`config.mk`:
```
export PLATFORM = sky130hd
export DESIGN_NAME = multicycle_sequencer
export DESIGN_NICKNAME = d
export VERILOG_FILES = /design/src/rtl/multicycle_sequencer.sv
export SDC_FILE = /design/constraint.sdc
export NUM_CORES = 1
export LEC_CHECK = 0
export BUFFER_PORTS_ARGS = -buffer_cell sky130_fd_sc_hd__buf_2
export CORE_UTILIZATION = 45
export CTS_CLUSTER_DIAMETER = 150
export DETAILED_ROUTE_END_ITERATION = 7
export PLACE_DENSITY = 0.71
export RECOVER_POWER = 50
export SLEW_MARGIN = 20
export SYNTH_ARGS = -nofsm -noshare
export SYNTH_HDL_FRONTEND = slang
export SYNTH_SLANG_ARGS = --single-unit
```
`constraint.sdc`:
```
create_clock -name clock -period 4.3 [get_ports clock]
set_input_delay 0.215 -clock clock [delete_from_list [all_inputs] [get_ports clock]]
set_output_delay 0.215 -clock clock [all_outputs]
set_load 0.05 [all_outputs]
```
`src/rtl/multicycle_sequencer.sv`:
```
// rtl/multicycle_sequencer.sv - multicycle CPU control sequencer
//
// Purpose: drives the fetch/decode/execute/memory/writeback flow of a
// multicycle datapath. Memory strobes and status flags are decoded from the
// registered state only. The datapath enables (ir_write, reg_write, pc_write,
// pc_sel) may also depend on the current-cycle inputs.
//
// Optional feature: define MEM_TIMEOUT_EN to enable a memory wait timeout.
// FETCH or MEMORY then gives up after TIMEOUT_CYCLES consecutive
// mem_ready=0 cycles, moves to HALT and raises the sticky mem_error flag.
// In the default build FETCH and MEMORY wait forever and mem_error is 0.
//
// Ports:
//   clock        in   system clock, rising edge
//   reset        in   asynchronous, active-high reset
//   start        in   begin/resume execution from IDLE or HALT
//   opcode       in   [5:0] latched instruction opcode (stable DECODE..FETCH)
//   mem_ready    in   memory handshake done (sampled in FETCH/MEMORY only)
//   branch_taken in   ALU branch condition (valid in EXECUTE)
//   imem_read    out  instruction fetch strobe
//   mem_read     out  data load strobe
//   mem_write    out  data store strobe
//   ir_write     out  instruction register load enable
//   reg_write    out  register file write enable
//   pc_write     out  PC update enable
//   pc_sel       out  [1:0] PC source: 00 PC+4, 01 branch, 10 jump, 11 JR
//   state        out  [2:0] current state code
//   halted       out  1 in HALT
//   busy         out  1 in any state except IDLE and HALT
//   mem_error    out  sticky memory timeout flag
//   instr_count  out  [CNT_W-1:0] count of PC updates, wraps

module multicycle_sequencer #(
  parameter int TIMEOUT_CYCLES = 16,
  parameter int CNT_W          = 16
) (
  input  logic             clock,
  input  logic             reset,
  input  logic             start,
  input  logic [5:0]       opcode,
  input  logic             mem_ready,
  input  logic             branch_taken,
  output logic             imem_read,
  output logic             mem_read,
  output logic             mem_write,
  output logic             ir_write,
  output logic             reg_write,
  output logic             pc_write,
  output logic [1:0]       pc_sel,
  output logic [2:0]       state,
  output logic             halted,
  output logic             busy,
  output logic             mem_error,
  output logic [CNT_W-1:0] instr_count
);

  typedef enum logic [2:0] {
    IDLE      = 3'd0,
    FETCH     = 3'd1,
    DECODE    = 3'd2,
    EXECUTE   = 3'd3,
    MEMORY    = 3'd4,
    WRITEBACK = 3'd5,
    HALT      = 3'd6
  } stateT;

  localparam logic [5:0] OP_J    = 6'b010001;
  localparam logic [5:0] OP_JAL  = 6'b010010;
  localparam logic [5:0] OP_JR   = 6'b010011;
  localparam logic [5:0] OP_LW   = 6'b011111;
  localparam logic [5:0] OP_SW   = 6'b100000;
  localparam logic [5:0] OP_HALT = 6'b111111;

  localparam logic [1:0] SEL_PC4    = 2'b00;
  localparam logic [1:0] SEL_BRANCH = 2'b01;
  localparam logic [1:0] SEL_JUMP   = 2'b10;
  localparam logic [1:0] SEL_REG    = 2'b11;

  // Elaboration-time guard against degenerate parameter values.
  if (TIMEOUT_CYCLES < 1 || CNT_W < 1) begin : gBadParams
    $error("multicycle_sequencer: TIMEOUT_CYCLES and CNT_W must be >= 1");
  end

  stateT            stateQ, stateD;
  logic             isLoadQ;
  logic [CNT_W-1:0] countQ;

  // Opcode classes used by EXECUTE.
  logic isBranch, isJump, isJr, isMemOp, isAlu;

  always_comb begin
    isBranch = (opcode >= 6'b010100) && (opcode <= 6'b011001);
    isJump   = (opcode == OP_J) || (opcode == OP_JAL);
    isJr     = (opcode == OP_JR);
    isMemOp  = (opcode == OP_LW) || (opcode == OP_SW);
    isAlu    = (opcode <= 6'b001111)
            || ((opcode >= 6'b011010) && (opcode <= 6'b011110))
            || (opcode == 6'b100001);
  end

`ifdef MEM_TIMEOUT_EN
  localparam int WAIT_W = $clog2(TIMEOUT_CYCLES + 1);
  localparam logic [WAIT_W-1:0] WAIT_LAST = WAIT_W'(TIMEOUT_CYCLES - 1);

  logic [WAIT_W-1:0] waitCnt;
  logic              memErrorQ;
  logic              timeoutHit;
  logic              waiting;

  // A handshake cycle that did not complete; only these advance the counter.
  assign waiting = ((stateQ == FETCH) || (stateQ == MEMORY)) && !mem_ready;
`endif

  // Next-state and datapath-enable logic.
  always_comb begin
    stateD    = stateQ;
    ir_write  = 1'b0;
    reg_write = 1'b0;
    pc_write  = 1'b0;
    pc_sel    = SEL_PC4;
`ifdef MEM_TIMEOUT_EN
    timeoutHit = 1'b0;
`endif
    case (stateQ)
      IDLE: begin
        if (start) stateD = FETCH;
      end
      FETCH: begin
        if (mem_ready) begin
          ir_write = 1'b1;
          stateD   = DECODE;
        end
`ifdef MEM_TIMEOUT_EN
        else if (waitCnt == WAIT_LAST) begin
          timeoutHit = 1'b1;
          stateD     = HALT;
        end
`endif
      end
      DECODE: begin
        stateD = (opcode == OP_HALT) ? HALT : EXECUTE;
      end
      EXECUTE: begin
        if (isBranch) begin
          pc_write = 1'b1;
          pc_sel   = branch_taken ? SEL_BRANCH : SEL_PC4;
          stateD   = FETCH;
        end else if (isJump) begin
          pc_write  = 1'b1;
          pc_sel    = SEL_JUMP;
          reg_write = (opcode == OP_JAL);  // link register write
          stateD    = FETCH;
        end else if (isJr) begin
          pc_write = 1'b1;
          pc_sel   = SEL_REG;
          stateD   = FETCH;
        end else if (isMemOp) begin
          stateD = MEMORY;
        end else if (isAlu) begin
          stateD = WRITEBACK;
        end else begin
          // Anything unassigned behaves as a NOP: just advance the PC.
          pc_write = 1'b1;
          stateD   = FETCH;
        end
      end
      MEMORY: begin
        if (mem_ready) begin
          if (isLoadQ) begin
            stateD = WRITEBACK;
          end else begin
            pc_write = 1'b1;
            stateD   = FETCH;
          end
        end
`ifdef MEM_TIMEOUT_EN
        else if (waitCnt == WAIT_LAST) begin
          timeoutHit = 1'b1;
          stateD     = HALT;
        end
`endif
      end
      WRITEBACK: begin
        reg_write = 1'b1;
        pc_write  = 1'b1;
        stateD    = FETCH;
      end
      HALT: begin
        // Resume without touching the PC; the next fetch uses the held PC.
        if (start) stateD = FETCH;
      end
      default: stateD = IDLE;
    endcase
  end

  always_ff @(posedge clock or posedge reset) begin
    if (reset) begin
      stateQ <= IDLE;
    end else begin
      stateQ <= stateD;
    end
  end

  // Remember load vs store when entering MEMORY so the memory strobes stay
  // pure state decodes rather than following the opcode input.
  always_ff @(posedge clock or posedge reset) begin
    if (reset) begin
      isLoadQ <= 1'b0;
    end else if (stateQ == EXECUTE && stateD == MEMORY) begin
      isLoadQ <= (opcode == OP_LW);
    end
  end

  always_ff @(posedge clock or posedge reset) begin
    if (reset) begin
      countQ <= '0;
    end else if (pc_write) begin
      countQ <= countQ + CNT_W'(1);
    end
  end

`ifdef MEM_TIMEOUT_EN
  always_ff @(posedge clock or posedge reset) begin
    if (reset) begin
      waitCnt <= '0;
    end else if (stateD != stateQ) begin
      waitCnt <= '0;
    end else if (waiting) begin
      waitCnt <= waitCnt + WAIT_W'(1);
    end
  end

  always_ff @(posedge clock or posedge reset) begin
    if (reset) begin
      memErrorQ <= 1'b0;
    end else if (timeoutHit) begin
      memErrorQ <= 1'b1;
    end else if (stateQ == HALT && start) begin
      memErrorQ <= 1'b0;
    end
  end

  assign mem_error = memErrorQ;
`else
  assign mem_error = 1'b0;
`endif

  // Moore decodes of the registered state; only one strobe state is active.
  assign imem_read   = (stateQ == FETCH);
  assign mem_read    = (stateQ == MEMORY) && isLoadQ;
  assign mem_write   = (stateQ == MEMORY) && !isLoadQ;
  assign halted      = (stateQ == HALT);
  assign busy        = (stateQ != IDLE) && (stateQ != HALT);
  assign state       = stateQ;
  assign instr_count = countQ;

endmodule
```
; Word-level counts from Yosys, hierarchy flattened
; Cells that the tools add are included.
; W data, S select, Z words.
[op_classes]
addsub = 1
order_cmp = 5
eq_ne = 15
mux = 29
n_reduce_logical = 14
[ops]
columns = operator, n
row1 = $mux W3, 10
row2 = $eq A6 B5 Y1 const B, 4
row3 = $eq A6 B6 Y1 const B, 3
row4 = $pmux W3 S6, 1
row5 = $add A16 B1 Y16 const B, 1
row6 = $eq A3 B3 Y1 const B, 4
row7 = $ge A6 B5 Y1 const B, 2
row8 = $le A6 B5 Y1 const B, 2
row9 = $mux W1, 12
row10 = $mux W2, 4
row11 = $eq A3 B2 Y1 const B, 2
row12 = $le A6 B4 Y1 const B, 1
row13 = $logic_and A1 B1 Y1, 6
row14 = $logic_or A1 B1 Y1, 4
row15 = $eq A3 B1 Y1 const B, 1
row16 = $logic_not A3 Y1, 1
row17 = $ne A3 B3 Y1 const B, 1
row18 = $pmux W1 S3, 1
row19 = $reduce_bool A3 Y1, 1
row20 = $pmux W1 S2, 1
row21 = $reduce_or A2 Y1, 1
row22 = $logic_not A1 Y1, 1
[word_totals]
regBits = 20
in_bits = 11
output_inout_bits = 30

; Longest topological paths before layout
[logic_depth]
ltp_word = 12
ltp_mapped = 6
ltp_nobuf = 5

; Least setup slack after synthesis
; No wires, ideal clock.
[synth_timing]
kind = reg2out
startpoint = reg stateQ[0] (netlist: state[0])
endpoint = out pc_sel[1]
arrival_ns = 2.643
t_required_ns = 4.085
path_slack_ns = 1.442
path_stages_with_launch = 5
n_path_buf = 0
cell_sequence = dfrtp_1 -> inv_1 -> nor3_1 -> nand2_1 -> nor4_1
[synth_between]
elab_chain_cells = 2
[synth_lines]
columns = item, line_no
row1 = from (decl), 84  ; stateT stateQ, stateD;
row2 = from (signal assigned), 200  ; stateQ <= stateD;
row3 = $eq A3 B2 Y1, 124  ; case (stateQ)
row4 = $mux W2, 124
row5 = to (decl), 49  ; output logic [1:0] pc_sel,
; No other way between the ends.

; Final worst setup path
[layout_timing]
startpoint = reg stateQ[0] (netlist: state[0])
endpoint = out pc_write
[layout_between]
elab_chain_cells = 2
elab_cells_between_ends = 4
cone_classes = 3 x eq/ne / 1 x mux
[layout_lines]
columns = item, line_no
row1 = $eq A3 B3 Y1 / $eq A3 B2 Y1 (equally long branches), 124
row2 = $pmux W1 S3 *, 124
row3 = to (decl), 48  ; output logic pc_write,
; Mark *: on every way between the ends. The rest lies on a longest branch, timed or not.

==> results.cfg <==
[timing]
period_share = 0.644
fin_hold_ws_ps = 26.2
worstMarginPinSlew_ps = 780
setup_viol = 0
finalHoldViolations = 0
slew_headroom = 0.480
finClkSkew_ps = 7.00
drv_slew = 0
rsz0062_at_grt = no
tns_ps = 0
max_freq_ghz = 0.361
min_period_ps = 2770

[placement]
routabilityCongestion = 0.726
port_buffers = 39
place_hpwl_um = 1870
placed_cells = 190

[global_routing]
grt_pass1_wl_um = 4000
track_usage = 0.192
antenna_found_initial = 0
grt_pass1_vias = 934
overflow = 0
grt_max_degree = 21

[logic_synthesis]
syn_inst = 126
yosysSeqAreaShare = 0.421
synth-seq-cells = 20
synth.distinct_cells = 39
syn_area_per_cell_um2 = 9.42
ys.flop_type = dfrtp_1
synthArstFlopShare = 1.00
synth_edf_count = 0
netlist_area_um2 = 1190
yosys_warnings = 0
synth_nets = 138

[critical_path]
endpoint = pc_write
crit_path_max_fanout = 17
critPathLaunch = state[0]$_DFF_PP0_
r2r_end = instr_count[11]$_DFFE_PP0P_
required_ps = 4090
endpoint_kind = primary output
worst_r2r_startpoint = state[0]$_DFF_PP0_
cp-start-kind = flip-flop
crit_type = flip-flop to primary output
r2r_slack_ps = 1930
reg2regPathDepth = 5
arrival_ps = 2550

[routing]
vias = 1061
drt_pass1_iterations = 4
drt-wirelength-per-cell_um = 13.2
drtAntennaViolNets = 0
drt-vias-per-instance = 5.47
wl_um = 2560
drtIter0Drc = 14
drc = 0

[status]
outcome = finished, final reports clean

[power_and_ir_drop]
power.leakage_nw = 0.682
finalPower_w = 0.000910
ir_drop_v = 0.000540
p_per_area_nw_per_um2 = 637

[clock_tree]
clkSinkCount = 20
post_cts_resized = 0
cts_max_level = 1
tritoncts = done
path_clk_slew_ps = 120
cts_root_buf = clkbuf_4
cts_inserted_buffers = 3
clk_latency_ps = 310
postCtsHoldBufs = 0
cts_setup_buffers = 0
clk_path_buf_depth = 2

[run]
maxCapViolations = 0

[hold_path]
hold_path.class = primary input to asynchronous set/reset pin

[layout]
fin_nets = 177
fill_cells = 239
layout-drive-gt1-share = 0.213
finalNonFillerCells = 194
area_delta_synth_final_pct = 20.2
diodes = 0

[die]
start_util = 0.479
io_pins = 41
die-width_um = 53.4
num_rows = 18
die-area_um2 = 2850
core_area_um2 = 2480
fp.dieH_um = 53.4
## state kept, by name, summed over array words and instances, names as in the netlist
name         count
isLoadQ          1
instr_count     16
state            3
## worst min-delay path by stage
stage               start                           to  slack, ps  depth (start not counted)
floorplan           reset   instr_count[0]$_DFFE_PP0P_        180                          1
global placement    reset           state[1]$_DFF_PP0_        390                          2
detailed placement  reset           state[1]$_DFF_PP0_        400                          2
CTS                 reset   instr_count[2]$_DFFE_PP0P_         40                          2
global route        reset   instr_count[2]$_DFFE_PP0P_        100                          2
finish              reset  instr_count[13]$_DFFE_PP0P_         30                          2
## worst max-delay path, cell delays in order (launching register included)
cell	delay, ps
dfrtp_1	570
inv_1	230
or3_4	420
o31ai_4	640
buf_2	390
## cells in the mapped netlist (all sizes together) (2+ instances only)
library cell  number  area [um^2]
xnor2             14          123
clkbuf             3         11.3
or3                3         23.8
and2               3         18.8
nand4              9         62.6
and3               6         37.5
dfrtp             20          500
and4               2         17.5
nand3              8         40.0
o21ai              4         20.0
inv                4         15.0
nor2b              4         25.0
buf                2         18.8
and2b              2         15.0
nor2               8         30.0
nand2              6         22.5
a21oi              5         25.0
nor3               6         30.0
## per-stage QoR
stage	cell area (um^2)	worst slack, ps	utilization
2_1_floorplan	1190	1440	-
3_3_place_gp	1390	1970	0.561
3_5_place_dp	1390	1910	0.561
4_1_cts	1440	1550	0.582
5_1_grt	1430	1410	0.576
6_report	1430	1530	0.576
## cell type report
class,instances,area (um^2),share of cell area
Clock buffer,3,22.5,0.0158
Clock inverter,1,30.0,0.0210
Inverter,4,15.0,0.0105
Multi-Input combinational cell,97,642,0.450
Sequential cell,20,500,0.351
Tap cell,30,37.5,0.0263
Timing Repair Buffer,39,180,0.126
## cells in the final DEF (no fill, tap or decap), types with 2 or more instances in the layout
cell / netlist / final
buf_2: 0 / 27
dfrtp_1: 20 / 20
xnor2_1: 14 / 14
clkbuf_1: 3 / 12
nor2_1: 8 / 8
nand3_1: 8 / 8
nand4_1: 8 / 8
nor3_1: 6 / 6
and3_1: 6 / 6
nand2_1: 6 / 6
a21oi_1: 5 / 5
inv_1: 3 / 4
nor2b_1: 4 / 4
o21ai_0: 4 / 4
and2_1: 3 / 3
clkbuf_4: 0 / 3
or3_1: 2 / 2
and2b_1: 2 / 2
and4_1: 2 / 2
## where the power goes
part           leakage (nW)  internal, W  switching (W)  total, W
clock                0.0279    0.0000942      0.0000626  0.000157
sequential            0.267     0.000224      0.0000632  0.000288
combinational         0.388     0.000122       0.000344  0.000466
total                 0.682     0.000440       0.000470  0.000910
## per-layer routing
layer | up-vias | GRT usage | part of all wire | wire length, um
met5 | - | 0 | 0 | 0
met4 | 0 | 0.0263 | 0.0031 | 8
met3 | 2 | 0.0517 | 0.048 | 123
met2 | 26 | 0.354 | 0.50 | 1290
met1 | 507 | 0.222 | 0.45 | 1150
li1 | 526 | - | - | -
## logic make-up after synthesis
logic type	count (synthesis)	synth area share
AOI/OAI and AO/OA	16	0.0959
xor gates and xnor gates	15	0.111
adders and majority gates	1	0.0105
buffers and inverters	9	0.0379
DFF	20	0.421
muxes	2	0.0179
other	1	0.00316
and+or+nand+nor	62	0.302
No activity file was read; power rests on OpenSTA's default activity.
